**src/rtl/alu_sequencer_if.sv**
```systemverilog
// Instruction offer channel between an issuing master and the alu_sequencer.
// A transfer happens on the rising edge where instr_valid and instr_ready are both high.
interface alu_sequencer_if;
  logic        instr_valid;
  logic        instr_ready;
  logic [15:0] instr;

  modport master (output instr_valid, output instr, input instr_ready);
  modport slave  (input instr_valid, input instr, output instr_ready);
endinterface

```
**src/rtl/alu_sequencer.sv**
```systemverilog
// Three-state instruction sequencer driving an external combinational ALU
// from a 4 x 8-bit register file; LDI and illegal ops finish in DECODE.
module alu_sequencer (
  input  logic        clk,
  input  logic        rst_n,
  alu_sequencer_if.slave bus,
  output logic [7:0]  alu_a,
  output logic [7:0]  alu_b,
  output logic        alu_ci,
  output logic [3:0]  alu_mode,
  input  logic [7:0]  alu_s,
  input  logic        alu_cout,
  output logic [7:0]  result,
  output logic        carry_flag,
  output logic        zero_flag,
  output logic        done,
  output logic        illegal,
  input  logic [1:0]  rd_sel,
  output logic [7:0]  rd_data
);

  typedef enum logic [1:0] {
    S_IDLE,
    S_DECODE,
    S_EXEC
  } state_t;

  localparam logic [3:0] OP_ADD = 4'h0;
  localparam logic [3:0] OP_SUB = 4'h1;
  localparam logic [3:0] OP_NOT = 4'h4;
  localparam logic [3:0] OP_LDI = 4'h5;

  state_t      state;
  logic [15:0] ir;
  logic [7:0]  regs [4];

  logic [3:0]  op;
  logic [1:0]  rd;
  logic [1:0]  rs1;
  logic [1:0]  rs2;
  logic [7:0]  imm;

  assign op  = ir[15:12];
  assign rd  = ir[11:10];
  assign rs1 = ir[9:8];
  assign rs2 = ir[7:6];
  assign imm = ir[7:0];

  assign bus.instr_ready = (state == S_IDLE);
  assign alu_ci          = 1'b0;
  assign rd_data         = regs[rd_sel];

  // NOTE: all sequential state uses non-blocking assignments so every register
  // samples pre-edge values; this is what lets rd alias rs1/rs2 safely.
  always_ff @(posedge clk or negedge rst_n) begin
    if (!rst_n) begin
      state      <= S_IDLE;
      ir         <= '0;
      alu_a      <= '0;
      alu_b      <= '0;
      alu_mode   <= '0;
      result     <= '0;
      carry_flag <= 1'b0;
      zero_flag  <= 1'b0;
      done       <= 1'b0;
      illegal    <= 1'b0;
      // NOTE: the register file must read back as zero after reset, so it is
      // built from resettable flops rather than an inferred RAM.
      for (int i = 0; i < 4; i++) regs[i] <= '0;
    end else begin
      done    <= 1'b0;
      illegal <= 1'b0;
      case (state)
        S_IDLE: begin
          if (bus.instr_valid) begin
            ir    <= bus.instr;
            state <= S_DECODE;
          end
        end
        S_DECODE: begin
          if (op <= OP_NOT) begin
            alu_a    <= regs[rs1];
            alu_b    <= regs[rs2];
            alu_mode <= op;
            state    <= S_EXEC;
          end else if (op == OP_LDI) begin
            regs[rd]  <= imm;
            result    <= imm;
            zero_flag <= (imm == 8'h00);
            done      <= 1'b1;
            state     <= S_IDLE;
          end else begin
            illegal <= 1'b1;
            state   <= S_IDLE;
          end
        end
        S_EXEC: begin
          // alu_mode still holds the op, so it decides whether carry is live.
          regs[rd]  <= alu_s;
          result    <= alu_s;
          zero_flag <= (alu_s == 8'h00);
          if (alu_mode == OP_ADD || alu_mode == OP_SUB) carry_flag <= alu_cout;
          done  <= 1'b1;
          state <= S_IDLE;
        end
        default: state <= S_IDLE;
      endcase
    end
  end

endmodule

```
**src/flat_wrapper.sv**
```systemverilog
// flat-port wrapper written by rule: the top's interface ports become plain ports
module alu_sequencer_flat 
  (clk, rst_n, alu_a, alu_b, alu_ci, alu_mode, alu_s, alu_cout, result, carry_flag, zero_flag, done, illegal, rd_sel, rd_data, bus_instr_valid, bus_instr, bus_instr_ready);
  alu_sequencer_if bus_i ();
  input  logic clk;
  input  logic rst_n;
  output logic [7:0] alu_a;
  output logic [7:0] alu_b;
  output logic alu_ci;
  output logic [3:0] alu_mode;
  input  logic [7:0] alu_s;
  input  logic alu_cout;
  output logic [7:0] result;
  output logic carry_flag;
  output logic zero_flag;
  output logic done;
  output logic illegal;
  input  logic [1:0] rd_sel;
  output logic [7:0] rd_data;
  input wire logic [$bits(bus_i.instr_valid)-1:0] bus_instr_valid;
  input wire logic [$bits(bus_i.instr)-1:0] bus_instr;
  output wire logic [$bits(bus_i.instr_ready)-1:0] bus_instr_ready;
  assign bus_i.instr_valid = bus_instr_valid;
  assign bus_i.instr = bus_instr;
  assign bus_instr_ready = bus_i.instr_ready;
  alu_sequencer u_core (.clk(clk), .rst_n(rst_n), .bus(bus_i), .alu_a(alu_a), .alu_b(alu_b), .alu_ci(alu_ci), .alu_mode(alu_mode), .alu_s(alu_s), .alu_cout(alu_cout), .result(result), .carry_flag(carry_flag), .zero_flag(zero_flag), .done(done), .illegal(illegal), .rd_sel(rd_sel), .rd_data(rd_data));
endmodule
```
**config.mk**
```make
export PLATFORM = sky130hd
export DESIGN_NAME = alu_sequencer_flat
export DESIGN_NICKNAME = d
export VERILOG_FILES = /design/src/rtl/alu_sequencer_if.sv /design/src/rtl/alu_sequencer.sv /design/src/flat_wrapper.sv
export SDC_FILE = /design/constraint.sdc
export NUM_CORES = 1
export LEC_CHECK = 0
export ABC_CLOCK_PERIOD_IN_PS = 2500
export BUFFER_PORTS_ARGS = -buffer_cell sky130_fd_sc_hd__buf_2
export CORE_ASPECT_RATIO = 0.5
export CORE_MARGIN = 4
export CORE_UTILIZATION = 55
export CTS_CLUSTER_DIAMETER = 80
export DETAILED_ROUTE_END_ITERATION = 12
export GPL_ROUTABILITY_DRIVEN = 0
export PLACE_DENSITY = 0.79
export SLEW_MARGIN = 40
export SYNTH_ARGS = -nofsm -noshare
export SYNTH_HDL_FRONTEND = slang
export SYNTH_SLANG_ARGS = --single-unit
```
**constraint.sdc**
```tcl
create_clock -name clk -period 2.5 [get_ports clk]
set_clock_uncertainty 0.2 [all_clocks]
set_input_delay 0.25 -clock clk [delete_from_list [all_inputs] [get_ports clk]]
set_output_delay 0.25 -clock clk [all_outputs]
set_load 0.05 [all_outputs]
```
# Word-level counts from Yosys, hierarchy flattened
# Cells that the tools add are included.
word_totals:
  ff_bits: 82
  latch_bits: 0
  mem_bits_rw: 0
  romBits: 0
  in_bits: 30
  out_inout_bits: 42
  elab_cells: 73
  memories: 0
op_classes:
  n_addsub: 0
  n_mul: 0
  div_mod_pow: 0
  magnitude_cmp: 6
  n_eq_ne: 7
  shifts: 0
  mux: 31
  bitwise_logic: 4
  n_reduce_logical: 11
ops:
  columns: ["operator", "count"]
  rows:
  - ["8-bit two-way mux", 9]
  - ["32-bit bitwise mux", 2]
  - ["32-bit two-way mux", 2]
  - ["32-bit case mux with 2 select lines", 1]
  - ["8-bit binary-select mux with 2-bit select", 3]
  - ["8-bit demux with 2-bit select", 1]
  - ["8-bit zero test", 2]
  - ["8-bit case mux with 2 select lines", 1]
  - ["3-bit greater-or-equal comparator, second input constant", 4]
  - ["2-bit NOT with 3-bit output", 4]
  - ["1-bit two-way mux", 7]
  - ["2-bit AND reduction", 3]
  - ["4-bit by 1-bit equality test with 1-bit output, second input constant", 1]
  - ["4-bit by 3-bit equality test with 1-bit output, second input constant", 1]
  - ["4-bit by 3-bit <= comparator with 1-bit output, second input constant", 1]
  - ["4-bit zero test", 1]
  - ["2-bit two-way mux", 2]
  - ["2-bit != test, second input constant", 2]
  - ["1-bit case mux with 2 select lines", 2]
  - ["2-bit case mux with 2 select lines", 1]
  - ["3-bit by 1-bit < comparator with 1-bit output, second input constant", 1]
  - ["3-bit AND reduction", 1]
  - ["2-bit by 1-bit equality test with 1-bit output, second input constant", 1]
  - ["2-bit equality test, second input constant", 1]
  - ["other kinds (5)", 5]

# Logic depth before layout (Yosys ltp)
# Gate-level depths: netlist (run 1).
depth:
  ltp_word: 9
  mapped_depth: 7
  ltp_nobuf: 6

# Least setup slack after synthesis (run 1)
# OpenSTA, ideal clock, no wires.
synth_path:
  kind: "register to register"
  start: "register u_core.state[0]"
  end: "register u_core.ir[10]"
  setup_ps: 125
  t_arrival_ps: 1748
  required_time_ps: 2175
  path_slack_ps: 427
  path_stages_with_launch: 6
  n_path_buf: 1
  period_less_slack_ps: 2073
  path_cell_list: "dfrtp_1 > inv_1 > ha_1 > nand2_1 > buf_2 > mux2_2"
synth_via:
  elab_chain_cells: 2
synth_lines:
  columns: ["element", "line_no", "text"]
  rows:
  - ["start: declaration", "alu_sequencer.sv:33", "state_t state;"]
  - ["start signal: assignment", "alu_sequencer.sv:57", "state <= S_IDLE;"]
  - ["start signal: assignment", "alu_sequencer.sv:77", "state <= S_DECODE;"]
  - ["start signal: assignment", "alu_sequencer.sv:85", "state <= S_EXEC;"]
  - ["2-bit zero test", null, null]
  - ["named net bus_instr_ready", "flat_wrapper.sv:22", "output wire logic [$bits(bus_i.instr_ready)-1:0] bus_instr_ready;"]
  - ["2-bit AND reduction (no line)", null, null]
  - ["end signal: assignment", "alu_sequencer.sv:76", "ir <= bus.instr;"]
  - ["end: declaration", "alu_sequencer.sv:34", "logic [15:0] ir;"]
# The timed path passes the listed nets, and every way through them passes these cells.
# A chain may end at the register's enable or synchronous reset.

# Final worst setup path (run 1)
layout_path:
  start: "register u_core.state[0]"
  end: "register u_core.regs[13] (netlist name)"
layout_via:
  elab_chain_cells: 3
  elab_cells_between_ends: 7
  cone_classes: "eq/ne (4); mux (1); reduce/logical (2)"
layout_lines:
  columns: ["element", "line_no", "text"]
  rows:
  - ["2-bit by 1-bit equality test with 1-bit output or 2-bit equality test (tied branches)", "alu_sequencer.sv:73", "case (state)"]
  - ["2-bit != test (no line), or another cell as far along", null, null]
  - ["3-bit AND reduction (no line)", null, null]
  - ["end signal: indexed assignment", "alu_sequencer.sv:87", "regs[rd] <= imm;"]
  - ["end signal: indexed assignment", "alu_sequencer.sv:99", "regs[rd] <= alu_s;"]
  - ["end: declaration", "alu_sequencer.sv:35", "logic [7:0] regs [4];"]
# Parallel ways exist; a longest one is shown, timed or not.

==> results of run 1 <==
[worst reg2reg max path: stages, from the launching register on]
cell,delay (ps)
dfrtp_1,390
inv_1,100
ha_1,530
mux2i_1,580
o21ai_1,170
[registers in the layout, summed over array words and instances (netlist names), 2 cells and up]
register         flops
u_core.alu_b         8
u_core.alu_a         8
u_core.ir           16
u_core.result        8
u_core.regs         32
u_core.state         2
u_core.alu_mode      4
[stage by stage]
step	cell area (um^2)	hold slack (ps)	setup slack [ps]	total power, uW
6_report	4708	160.3	383.8	7470
4_1_cts	4708	148.1	422.8	7520
3_5_place_dp	4258	53.73	442.0	6297
2_1_floorplan	3882	-245.6	426.9	5457
5_1_grt	4708	178.9	263.6	7899
3_3_place_gp	4258	41.16	493.1	6132
[placed cells by master (no fill, tap or decap)]
cell,netlist,final
dfrtp_1,82,82
buf_2,5,69
mux2_2,36,36
nand2_1,33,33
mux4_2,24,24
o21ai_1,21,21
dlygate4sd3_1,0,19
o21ai_0,12,12
a21oi_1,9,9
nor2_1,9,9
mux2i_1,9,9
clkbuf_16,0,9
inv_1,5,5
o2111ai_4,3,3
ha_1,3,3
buf_4,2,3
nor2_2,2,2
a21oi_2,2,2
nor4_1,2,2
nand3_1,2,2
clkbuf_1,2,2
clkbuf_8,0,2
and4bb_4,1,1
nor2b_1,1,1
o21ai_2,1,1
nand3b_1,1,1
o2111a_4,1,1
nor4b_1,1,1
and2_1,1,1
nand2b_1,1,1
nor3_1,1,1
nor3b_1,1,1
a21o_1,1,1
o21a_1,1,1
conb_1,1,1
buf_12,1,1
[kinds of logic after synthesis]
logic type,after synthesis,synth area share (%)
other,1,0.09659
DFF,82,52.85
AOI/OAI and AO/OA,51,9.024
adders and majority gates,3,0.9669
and+or+nand+nor,56,6.607
buffers and inverters,21,3.770
muxes,69,26.68
[Yosys cell counts (3+ instances only)]
library cell	instances
nor2_1	9
mux4_2	24
inv_1	5
dfrtp_1	82
mux2i_1	9
o21ai_0	12
o21ai_1	21
nand2_1	33
mux2_2	36
buf_6	5
a21oi_1	9
ha_1	3
buf_2	5
o2111ai_4	3
[timing repair]
item,CTS,global route
endpoints found under the hold margin,57,0
resized for setup,0,0
hold buffers,19,0
[power groups by stage]
stage	Sequential [uW]	Clock (uW)	Combinational (uW)
6_report	2640	1170	3670
5_1_grt	2730	1260	3920
4_1_cts	2630	1190	3700
3_5_place_dp	2650	0	3650
3_3_place_gp	2590	0	3550
2_1_floorplan	3200	0	2260
[per-layer routing]
layer | global-route usage, % | vias up | part of all wire, %
met4 | 9.492 | 0 | 1.3
met5 | 0 | - | 0
li1 | - | 1208 | -
met2 | 35.53 | 98 | 48
met3 | 5.529 | 10 | 9.0
met1 | 28.85 | 1339 | 42
[worst max-delay path by stage]
stage                                          to  cells past startpoint                   startpoint
floorplan               u_core.ir[10]$_DFFE_PN0P_                      5  u_core.state[0]$_DFFE_PN0P_
global placement    u_core.carry_flag$_DFFE_PN0P_                      4  u_core.state[0]$_DFFE_PN0P_
detailed placement   u_core.result[0]$_DFFE_PN0P_                      4  u_core.state[0]$_DFFE_PN0P_
CTS                  u_core.result[0]$_DFFE_PN0P_                      4  u_core.state[0]$_DFFE_PN0P_
global route         u_core.result[0]$_DFFE_PN0P_                      4  u_core.state[0]$_DFFE_PN0P_
finish                u_core.regs[13]$_DFFE_PN0P_                      4  u_core.state[0]$_DFFE_PN0P_
[cell type report]
type,count,area [um^2]
inverter,5,18.77
multi-input combinational,180,1684
clock buffer,13,260.3
fill,472,2071
tap,92,115.1
sequential,82,2052
timing repair buffer,92,578.1
==> flow_metrics.tcl, run 1 <==
set metrics [dict create \
    status "completed" \
    switching_share_pct 45.13 \
    synth.distinct_cells 35 \
    setup_viol 0 \
    cts_sinks 82 \
    fin_crit_sh_pct 84.65 \
    hold_class "primary input to register" \
    via_count 2655 \
    firstDrtPassIters 4 \
    period_needed_ps 2116 \
    grt_util_all_layers_pct 21.95 \
    p_leak_uw 0.002087 \
    yosysWarnings 0 \
    dp_hpwl_um 6082 \
    drt_iter0_drc 185 \
    r2r_end "u_core.regs[13]$_DFFE_PN0P_" \
    area_delta_synth_final_pct 21.27 \
    critPathMaxStageDelay_ps 580 \
    final_cells 464 \
    initial_core_util_pct 57.27 \
    antenna_found_initial 0 \
    post-route-drc-count 0 \
    required_ps 2490 \
    cts_max_path_buffers 2 \
    pin_count 72 \
    utilization_pct 69.45 \
    synth_area_per_cell_um2 13.72 \
    grt_start_max_net_pins 42 \
    hold_end "u_core.zero_flag$_DFFE_PN0P_" \
    slew_headroom_pct 53.82 \
    drv_slew 0 \
    die_h_um 67.41 \
    rsz0062_at_grt "no" \
    wl_um 8672 \
    reg2regPathDepth 4 \
    path_cells "inv_1 > ha_1 > mux2i_1 > o21ai_1" \
    worst-r2r-setup-slack_ps 380 \
    path_clk_slew_ps 60 \
    async_flop_share_pct 100.0 \
    routedWlPerCell_um 18.69 \
    ys_seq_elements 82 \
    ys_seq_area_share_pct 52.85 \
    cp_num_buf_inv 1 \
    post_cts_buffers 0 \
    dp_cells 432 \
    yosys-top-cells-area "dfrtp_1 (53%), mux4_2 (14%), mux2_2 (10%), nand2_1 (3.2%), o21ai_1 (2.7%)" \
    synthesis.area_um2 3882 \
    power_density_nw_per_um2 1587 \
    combPwrFrac_pct 49.1 \
    grt_pass1_wl_um 14000 \
    synthCells 283 \
    h-tree-depth 3 \
    end_kind "register" \
    irDropWorstVdd_mv 0.7168 \
    dieArea_um2 8549 \
    fin_nets 403 \
    core_area_um2 6779 \
    crit_path_max_fanout 12 \
    cts_buffers 9 \
    p_seq_share_pct 35.3 \
    hold_viol_final 0 \
    overflow 0 \
    whs_path_depth 5 \
    die_w_um 126.8 \
    cpLargestDelayFamily "multiplexers" \
    cap_violations 0 \
    hold_start "alu_s[0]" \
    fp-row-count 21 \
    tightest_slew_ps 691.0 \
    arrival_ps 2100 \
    synth_nets 316 \
    p_int_uw 4099 \
    power.clock.fraction_pct 15.6 \
    synth_edf_count 0 \
    antennaDiodeCount 0 \
    path_class "register to register" \
    slowest_stage "mux2i_1" \
    cts-root-buf "clkbuf_16" \
    tritoncts "done" \
    finalSetupTns_ps 0 \
    worstReg2RegStart "u_core.state[0]$_DFFE_PN0P_" \
    numPortBuffers 70 \
    cp-start-kind "register" \
    synth_top_area_share_pct 52.85 \
    synth_top_cell_by_area "dfrtp_1" \
    grt_pass1_vias 2709 \
    clk_latency_ps 330 \
    synth-main-ff-cell "dfrtp_1" \
    drive_above_1_share_pct 41.40 \
    fmax_mhz 472.5 \
    power_switching_uw 3372 \
    viasPerCell 5.722 \
    ant_nets 0 \
]
Power figures use the tool's default switching activity.
==> run 2, diff against run 1 <==
Settings changed: ABC_CLOCK_PERIOD_IN_PS 2500 to 2200.
Clock period 2.5 ns to 2.2 ns, I/O delays scaled along.
==> run 2 against run 1 <==
Against the previous run: global-route usage up 1.9 points; first-iteration DRC count rose by 52%; sequential power up 14%; critical endpoint is now u_core.regs[28]$_DFFE_PN0P_; largest cell class unchanged.
==> flow_metrics.tcl, run 2 (synthesis results as in run 1) <==
set metrics [dict create \
    status "completed" \
    slew_headroom_pct 57.00 \
    top_register "u_core.regs" \
    grt_pass1_wl_um 15300 \
    fillers 450 \
    cts-root-buf "clkbuf_16" \
    firstDrtPassIters 4 \
    pin_count 72 \
    via_count 2783 \
    antennaDiodeCount 0 \
    power_density_nw_per_um2 1861 \
    initial_core_util_pct 57.27 \
    final_cell_mix "dfrtp_1 (82), buf_2 (69), mux2_2 (36)" \
    dp_slack_ps 260.4 \
    die_w_um 126.8 \
    post-route-drc-count 0 \
    finalSetupTns_ps 0 \
    core_area_um2 6779 \
    dieArea_um2 8549 \
    rsz0062_at_grt "no" \
    hold_class "primary input to register" \
    ant_nets 0 \
    clk_latency_ps 340 \
    largest_reg_flops 32 \
    hold_viol_final 0 \
    tritoncts "done" \
    dp_cells 438 \
    slowest_stage "mux2i_1" \
    grt_pass1_vias 2984 \
    cts-resized-gates 0 \
    fin_crit_sh_pct 90.45 \
    antenna_found_initial 0 \
    irDropWorstVdd_mv 0.8341 \
    h-tree-depth 3 \
    tightest_slew_ps 644.9 \
    utilization_pct 71.59 \
    overflow 0 \
    fin_ws_ps 210.1 \
    required_ps 2190 \
    top_regs "u_core.regs x32, u_core.ir x16" \
    grt_util_all_layers_pct 23.81 \
    grt_start_max_net_pins 49 \
    cpLargestDelayFamily "multiplexers" \
    path_class "register to register" \
    path_clk_slew_ps 60 \
    critPathMaxStageDelay_ps 560 \
    area_delta_synth_final_pct 25.01 \
    cp_num_buf_inv 2 \
    cap_violations 0 \
    mostFrequentLayoutCell "dfrtp_1" \
    die_h_um 67.41 \
    cts_buffers 9 \
    wl_um 9489 \
    arrival_ps 1980 \
    cts_max_path_buffers 2 \
    fin_nets 409 \
    numPortBuffers 70 \
    viasPerCell 5.884 \
    routedWlPerCell_um 20.06 \
    drv_slew 0 \
    drt_iter0_drc 281 \
    timing.hold.ws_ps 116.4 \
    drive_above_1_share_pct 42.78 \
    final_cells 473 \
    end_kind "register" \
    p_leak_uw 0.002158 \
    crit_path_max_fanout 10 \
    fp-row-count 21 \
    path_cells "inv_1 > ha_1 > buf_4 > mux2i_1 > o21ai_1" \
    fmax_mhz 502.5 \
    setup_viol 0 \
    cts_sinks 82 \
    cp-start-kind "register" \
    dp_hpwl_um 6147 \
    period_needed_ps 1990 \
]
## run 2: cell count changes in the layout (fill, tap and decap cells not counted), sizes merged
cell,change
bufinv,+3
buf,+6
clkinvlp,+1
clkbuf,-2
clkinv,+1
## run 2: layout make-up
| cell class | instances | area, um^2 | area share (%) |
|---|---|---|---|
| multi-input combinational | 180 | 1684 | 34.70 |
| clock buffer | 11 | 232.7 | 4.795 |
| clock inverter | 5 | 102.6 | 2.114 |
| inverter | 5 | 18.77 | 0.3867 |
| timing repair buffer | 98 | 648.1 | 13.35 |
| sequential | 82 | 2052 | 42.28 |
| tap | 92 | 115.1 | 2.372 |
## run 2: where the power goes
part / internal (uW) / switching [uW]
combinational: 1690 / 2650
clock: 1110 / 589
sequential: 2240 / 761
total: 5040 / 4000
## run 2: stage by stage
step / power, uW / instance area, um^2
floorplan: 6201 / 3882
global placement: 7016 / 4328
global route: 9497 / 4853
CTS: 9019 / 4853
finish: 9034 / 4853
detailed placement: 7230 / 4328
## run 2: final timing paths
check | endpoint | start | slack, ps | cells after the start
setup / recovery | u_core.regs[28]$_DFFE_PN0P_ | u_core.state[0]$_DFFE_PN0P_ | 210 | 5
hold / removal | u_core.zero_flag$_DFFE_PN0P_ | alu_s[7] | 120 | 5
setup reg to reg | u_core.regs[28]$_DFFE_PN0P_ | u_core.state[0]$_DFFE_PN0P_ | 210 | 5
hold reg to reg | u_core.result[4]$_DFFE_PN0P_ | u_core.result[4]$_DFFE_PN0P_ | 280 | 2
max in group asynchronous | u_core.ir[11]$_DFFE_PN0P_ | rst_n | 930 | 3
min in group asynchronous | u_core.ir[5]$_DFFE_PN0P_ | rst_n | 230 | 2
## run 2: per-layer routing
metal / vias to the layer above / wire (um) / GRT usage [%]
met4: 0 / 174 / 8.824
met2: 112 / 4933 / 43.36
li1: 1233 / - / -
met1: 1422 / 3637 / 27.65
met3: 16 / 744 / 6.635
met5: - / 0 / 0
## run 2: what timing repair did
item | 4_1_cts | 5_1_grt
endpoints found under the hold margin | 64 | 0
hold buffers | 19 | 0
endpoints found under the setup margin | 0 | 0
buffers inserted | 0 | 0
## run 2: tightest hold or removal path: stages
cell and delay, ps:
buf_2 90, nor2_1 40, nand3_1 50, a21oi_1 60
a21o_1 150
